[src/rtl/memory_access_stage.sv]
// EX/MEM stage: latches an instruction from execute and performs its data
// memory access through a req/ack handshake. It then hands the result to
// writeback through a valid/ready handshake.
module memory_access_stage #(
    parameter int          DATA_W     = 16,
    parameter logic [3:0]  OP_STORE   = 4'b1100,
    parameter logic [3:0]  OP_LOAD    = 4'b1011,
    parameter logic [3:0]  OP_COPY_IN = 4'b1111
) (
    input  logic              clock,
    input  logic              reset,
    input  logic              in_valid,
    output logic              in_ready,
    input  logic [19:0]       in_instruction,
    input  logic [DATA_W-1:0] in_alu_result,
    input  logic [DATA_W-1:0] in_input_addr,
    input  logic [DATA_W-1:0] in_store_data,
    input  logic              flush,
    output logic              mem_req,
    output logic              mem_we,
    output logic [DATA_W-1:0] mem_addr,
    output logic [DATA_W-1:0] mem_wdata,
    input  logic [DATA_W-1:0] mem_rdata,
    input  logic              mem_ack,
    output logic              out_valid,
    input  logic              out_ready,
    output logic [19:0]       out_instruction,
    output logic [DATA_W-1:0] out_data,
    output logic [15:0]       stall_count
);

    typedef enum logic {IDLE, ACCESS} state_t;

    state_t      state_reg;
    logic        kill_reg;
    logic [19:0] held_instr_reg;

    logic [3:0]  opcode;
    logic        is_mem_op;
    logic        accept;

    assign opcode    = in_instruction[19:16];
    assign is_mem_op = (opcode == OP_STORE) || (opcode == OP_LOAD) || (opcode == OP_COPY_IN);

    // Only take a new instruction when idle and the result slot is free
    // or draining this cycle; flush blocks acceptance outright.
    assign in_ready = (state_reg == IDLE) && (!out_valid || out_ready) && !flush;
    assign accept   = in_valid && in_ready;

    // Main control: accept, memory handshake, result register and kill tracking.
    always_ff @(posedge clock or negedge reset) begin
        if (!reset) begin
            state_reg       <= IDLE;
            kill_reg        <= 1'b0;
            held_instr_reg  <= '0;
            mem_req         <= 1'b0;
            mem_we          <= 1'b0;
            mem_addr        <= '0;
            mem_wdata       <= '0;
            out_valid       <= 1'b0;
            out_instruction <= '0;
            out_data        <= '0;
        end else begin
            // A delivered or flushed result leaves the register; a new
            // result loaded below at the same edge overrides this.
            if (out_valid && (out_ready || flush)) begin
                out_valid <= 1'b0;
            end

            if (accept) begin
                if (is_mem_op) begin
                    state_reg      <= ACCESS;
                    kill_reg       <= 1'b0;
                    held_instr_reg <= in_instruction;
                    mem_req        <= 1'b1;
                    mem_we         <= (opcode == OP_STORE);
                    mem_addr       <= (opcode == OP_COPY_IN) ? in_input_addr : in_alu_result;
                    mem_wdata      <= in_store_data;
                end else begin
                    out_valid       <= 1'b1;
                    out_instruction <= in_instruction;
                    out_data        <= in_alu_result;
                end
            end else if (state_reg == ACCESS) begin
                // The request is never withdrawn; a flush only marks the
                // result for discard so a killed STORE still writes.
                if (flush) begin
                    kill_reg <= 1'b1;
                end
                if (mem_ack) begin
                    state_reg <= IDLE;
                    kill_reg  <= 1'b0;
                    mem_req   <= 1'b0;
                    mem_we    <= 1'b0;
                    if (!kill_reg && !flush) begin
                        out_valid       <= 1'b1;
                        out_instruction <= held_instr_reg;
                        // mem_we is still high here only for a STORE, whose
                        // result is the address it wrote.
                        out_data        <= mem_we ? mem_addr : mem_rdata;
                    end
                end
            end
        end
    end

    // Saturating count of cycles where execute is held off.
    always_ff @(posedge clock or negedge reset) begin
        if (!reset) begin
            stall_count <= '0;
        end else if (in_valid && !in_ready && (stall_count != 16'hFFFF)) begin
            stall_count <= stall_count + 16'd1;
        end
    end

endmodule

[config.mk]
export PLATFORM = sky130hd
export DESIGN_NAME = memory_access_stage
export DESIGN_NICKNAME = d
export VERILOG_FILES = /design/src/rtl/memory_access_stage.sv
export SDC_FILE = /design/constraint.sdc
export NUM_CORES = 1
export LEC_CHECK = 0
export BUFFER_PORTS_ARGS = -buffer_cell sky130_fd_sc_hd__buf_2
export CORE_UTILIZATION = 50
export DETAILED_ROUTE_END_ITERATION = 8
export PLACE_DENSITY = 0.81
export SYNTH_ARGS = -nofsm -noshare
export SYNTH_HDL_FRONTEND = slang
export SYNTH_SLANG_ARGS = --single-unit
export TNS_END_PERCENT = 10
[constraint.sdc]
create_clock -name clock -period 2.05 [get_ports clock]
set_clock_uncertainty 0.1 [all_clocks]
set_input_delay 0.41 -clock clock [delete_from_list [all_inputs] [get_ports clock]]
set_output_delay 0.41 -clock clock [all_outputs]
set_load 0.03 [all_outputs]
# ---- Word level (Yosys, flattened, before mapping)
# Cells that the tools add are included.
dict set report totals {
  register_bits 109
  latch_bits 0
  ramBits 0
  romBits 0
  in_bits 90
  word_cells 74
  mem_count 0
}
dict set report op_classes {
  addsub 1
  multipliers 0
  n_div 0
  n_lt_le_gt_ge 0
  n_eq_ne 6
  shift 0
  mux 32
  n_bitwise 1
  n_reduce_logical 23
}
# operator count
set ops {}
lappend ops {{two-way mux 16 bit} 7}
lappend ops {{two-way mux 20 bit} 5}
lappend ops {{two-way mux 1 bit} 20}
lappend ops {{adder 16 x 1 -> 16 bit, second input constant} 1}
lappend ops {{!= test 16 bit, second input constant} 1}
lappend ops {{equality test 4 bit, second input constant} 3}
lappend ops {{logical AND 1 bit} 7}
lappend ops {{AND reduction 3 bit} 2}
lappend ops {{nonzero test 2 bit} 3}
lappend ops {{logical NOT 1 bit} 4}
lappend ops {{logical OR 1 bit} 4}
lappend ops {{!= test 2 bit, second input constant} 2}
lappend ops {{AND reduction 4 bit} 1}
lappend ops {{nonzero test 3 bit} 1}
lappend ops {{AND reduction 2 bit} 1}
lappend ops {{NOT 1 bit} 1}

# ---- Longest topological paths before layout
dict set report logic_depth {
  word_depth 7
  ltp_mapped 7
  depth_no_buf 5
}

# ---- Worst setup path before layout
# No wires, ideal clock.
dict set report synth_timing {
  path_type {flip-flop to flip-flop}
  startpoint {register stall_count[0]}
  endpoint {register stall_count[1]}
  t_arrival_ns 1.764
  required_time_ns 1.825
  slack_ns 0.062
  stages_incl_launch_ff 6
  period_less_slack_ns 1.988
  cell_sequence {dfrtp_1 > ha_1 > nand3_1 > nor4_2 > nor2_1 > mux2_2}
}
dict set report synth_between {
  elab_chain_cells 2
}
# item line_no
set synth_rtl {}
lappend synth_rtl {{from (decl)} 29} ;# output logic [15:0] stall_count
lappend synth_rtl {{from (signal assigned)} 112} ;# stall_count <= stall_count + 16'd1;
lappend synth_rtl {{parallel branches: the longest is 2 deep, another holds adder 16 x 1 -> 16 bit} n/a}
# Several ways; the timed one is not identified.
# A chain may end at the register's enable or synchronous reset.

# ---- Worst setup path after layout
dict set report layout_timing {
  startpoint {register state_reg}
  endpoint {output port in_ready}
}
dict set report layout_between {
  elab_chain_cells 3
}
# item line_no
set layout_rtl {}
lappend layout_rtl {{from (decl)} 34} ;# state_t state_reg;
lappend layout_rtl {{from (signal assigned)} 53} ;# state_reg <= IDLE;
lappend layout_rtl {{from (signal assigned)} 72} ;# state_reg <= ACCESS;
lappend layout_rtl {{from (signal assigned)} 91} ;# state_reg <= IDLE;
lappend layout_rtl {{NOT 1 bit} 47} ;# assign in_ready = (state_reg == IDLE) && (!out_valid || out_ready) && !flush;
lappend layout_rtl {{logical AND 1 bit (2 in a row)} 47}
lappend layout_rtl {{to (decl)} 13} ;# output logic in_ready,
# Every way passes these cells.

==> results.cfg <==
[die]
coreArea_um2 = 9330
start_util = 0.522
die_y_um = 101
rows = 35
ios = 178
die_area_um2 = 10100
die_x_um = 101

[logic_synthesis]
synth_fp_nets = 480
synthArstFlopShare = 1.00
yosysTopAreaCell = dfrtp_1
synth_cell_types = 41
synth_top_area_share = 0.560
yosys_warnings = 0
netlist_area_um2 = 4870
synth_area_leaders = dfrtp_1 56%, mux2_2 7.6%, a221o_1 7.4%, mux2i_1 6.6%, o21ai_0 3.6%
synth-main-ff-cell = dfrtp_1
synth-edff-count = 0
ys_seq_elements = 109
syn_inst = 389
seq_area_frac_synth = 0.560
synth.most_common_cell = dfrtp_1
avgSynthCellArea_um2 = 12.5
yosys-top-cells-count = 109 x dfrtp_1, 36 x a221o_1, 35 x o21ai_0, 33 x mux2_2, 32 x mux2i_1

[global_route]
overflow = 0
grt_max_degree = 110
grt.total_usage = 0.237
antenna_found_initial = 0
grt_pass1_vias = 3901
grt_pass1_wl_um = 18700

[worst_setup_path]
slowest_delay_ns = 0.45
worstSetupEndpointType = primary output
cp.required_ns = 1.54
path_class = register to primary output
crit_arrival_ns = 1.45
path_max_fanout = 6
crit-reg2reg-launch = out_valid$_DFF_PN0_
critPathSlowestCell = dfrtp_2
crit_path_start_kind = register
ff2ff_setup_slack_ns = 0.18
r2r.worst_path.cells = 5
r2r_end = stall_count[12]$_DFFE_PN0P_
crit_chain = or2_2 -> nor2_2 -> buf_4

[cells_and_area]
fillers = 770
layout-drive-gt1-share = 0.439
final_nets = 660
diodes = 0
post-route-util = 0.658
stdcell_count = 703
area_delta_synth_final_pct = 26.0

[sta]
relSlewSlack = 0.594
setup_tns_ns = 0
worst_pin_slew_ns = 0.609
rsz0062_at_grt = false
fin_crit_ns = 1.96
finalHoldViolCount = 10
slew_violations = 0
timing.fmax_ghz = 0.510
setup_ws_ns = 0.0878
fin_crit_sh = 0.957
setup_viol = 0
hold_slack_ns = -0.0424

[placed_design]
placedCellCount = 687
gp_congestion = 0.862
hpwl_um = 8300
port_buffers = 177
dp_slack_ns = 0.109

[drt]
vias_per_cell = 5.52
finalWirelength_um = 11900
drc_errors = 0
wl_per_cell_um = 16.9
ant_nets = 0
vias = 3881
drt_iter0_markers = 160
dr.pass1.iters = 4

[cts]
cts_tree = done
clock-root-buffer = clkbuf_8
clockBufferDepth = 2
worstSkewPairLatency_ns = 0.37
cts_made_buffers = 9
cts_htree_levels = 3
clk_pin_slew_worst_paths_ns = 0.11
cts.sinks = 109

[run_status]
violations = hold timing
status = finished with violations

[min_path]
holdCritPathClass = primary input to asynchronous set/reset pin

[pwr]
ir_drop_mv = 0.659
power_density_nw_per_um2 = 1070
p_leak_nw = 3.08

[flow_run]
maxCapViolCount = 0
per-stage QoR:
stage                     total power, mW  area [um^2]
after detailed placement             5.40         5940
final                                6.58         6140
after global routing                 6.92         6140
after floorplan                      4.58         4870
after CTS                            6.63         6130
after global placement               5.32         5940
power by group:
part / internal, mW / leakage [nW] / switching, mW
registers: 2.69 / 1.36 / 0.368
logic: 0.832 / 1.64 / 1.46
clock network: 0.514 / 0.0888 / 0.715
total: 4.04 / 3.08 / 2.54
layout by cell type (no fill, tap or decap), types with 2 or more instances in the layout:
cell and n:
mux2_2 33, and4_1 2, clkinvlp_4 2, mux2i_1 32
nand4_1 4, buf_4 13, a221o_1 36, nand2b_1 3
inv_1 2, o21ai_0 35, nor2_1 20, or2_1 2
dfrtp_1 108, and2_1 20, nand3_1 6, xor2_1 14
and2_4 2, clkbuf_8 11, nor3_1 6, nor4b_1 2
buf_12 4, clkinv_4 2, mux2_1 4, nor4_1 6
nand2_1 10, buf_2 175
how the worst max path moves through the flow:
stage,from,to,slack (ns),cells past startpoint
after global placement,in_instruction[16],out_instruction[0]$_DFFE_PN0P_,0.18,5
after detailed placement,in_instruction[16],out_instruction[18]$_DFFE_PN0P_,0.11,5
final,state_reg$_DFFE_PN0P_,in_ready,0.09,3
after floorplan,stall_count[0]$_DFFE_PN0P_,stall_count[1]$_DFFE_PN0P_,0.06,5
after CTS,state_reg$_DFFE_PN0P_,in_ready,0.009,3
after global routing,state_reg$_DFFE_PN0P_,in_ready,0.01,3
logic make-up after synthesis:
kind of cell / Yosys count / share of synthesized area
flip-flops: 109 / 0.560
AND/OR/NAND/NOR: 94 / 0.109
AO/OA/AOI/OAI: 77 / 0.121
multiplexers: 69 / 0.151
buffers and inverters: 25 / 0.0311
XOR/XNOR: 14 / 0.0252
adder cells (fa/ha/maj): 1 / 0.00257
per-layer routing:
metal | wire (um) | GRT usage | part of all wire
met1 | 5070 | 0.301 | 0.43
met4 | 227 | 0.105 | 0.019
met5 | 0 | 0 | 0
met3 | 714 | 0.0395 | 0.060
met2 | 5870 | 0.401 | 0.49
worst max-delay path: cells and delay by family, from the launching register on:
family,cells,cell delay [ns]
flip-flops,1,0.45
AND/OR/NAND/NOR,2,0.46
buffers and inverters,1,0.17
repair_timing:
item | in CTS | in global routing
buffers inserted | 0 | 0
endpoints found under the setup margin | 0 | 1
resized for setup | 0 | 4
hold buffers | 0 | 0
cell type report:
type	instances	area, um^2	area share
clock buffers	12	155	0.0253
clock inverters	4	32.5	0.00530
well taps	129	161	0.0263
multi-input cells	255	2000	0.326
repair buffers	192	1050	0.172
flip-flops and latches	109	2730	0.445
inverters	2	7.51	0.00122
Power figures use the tool's default switching activity.
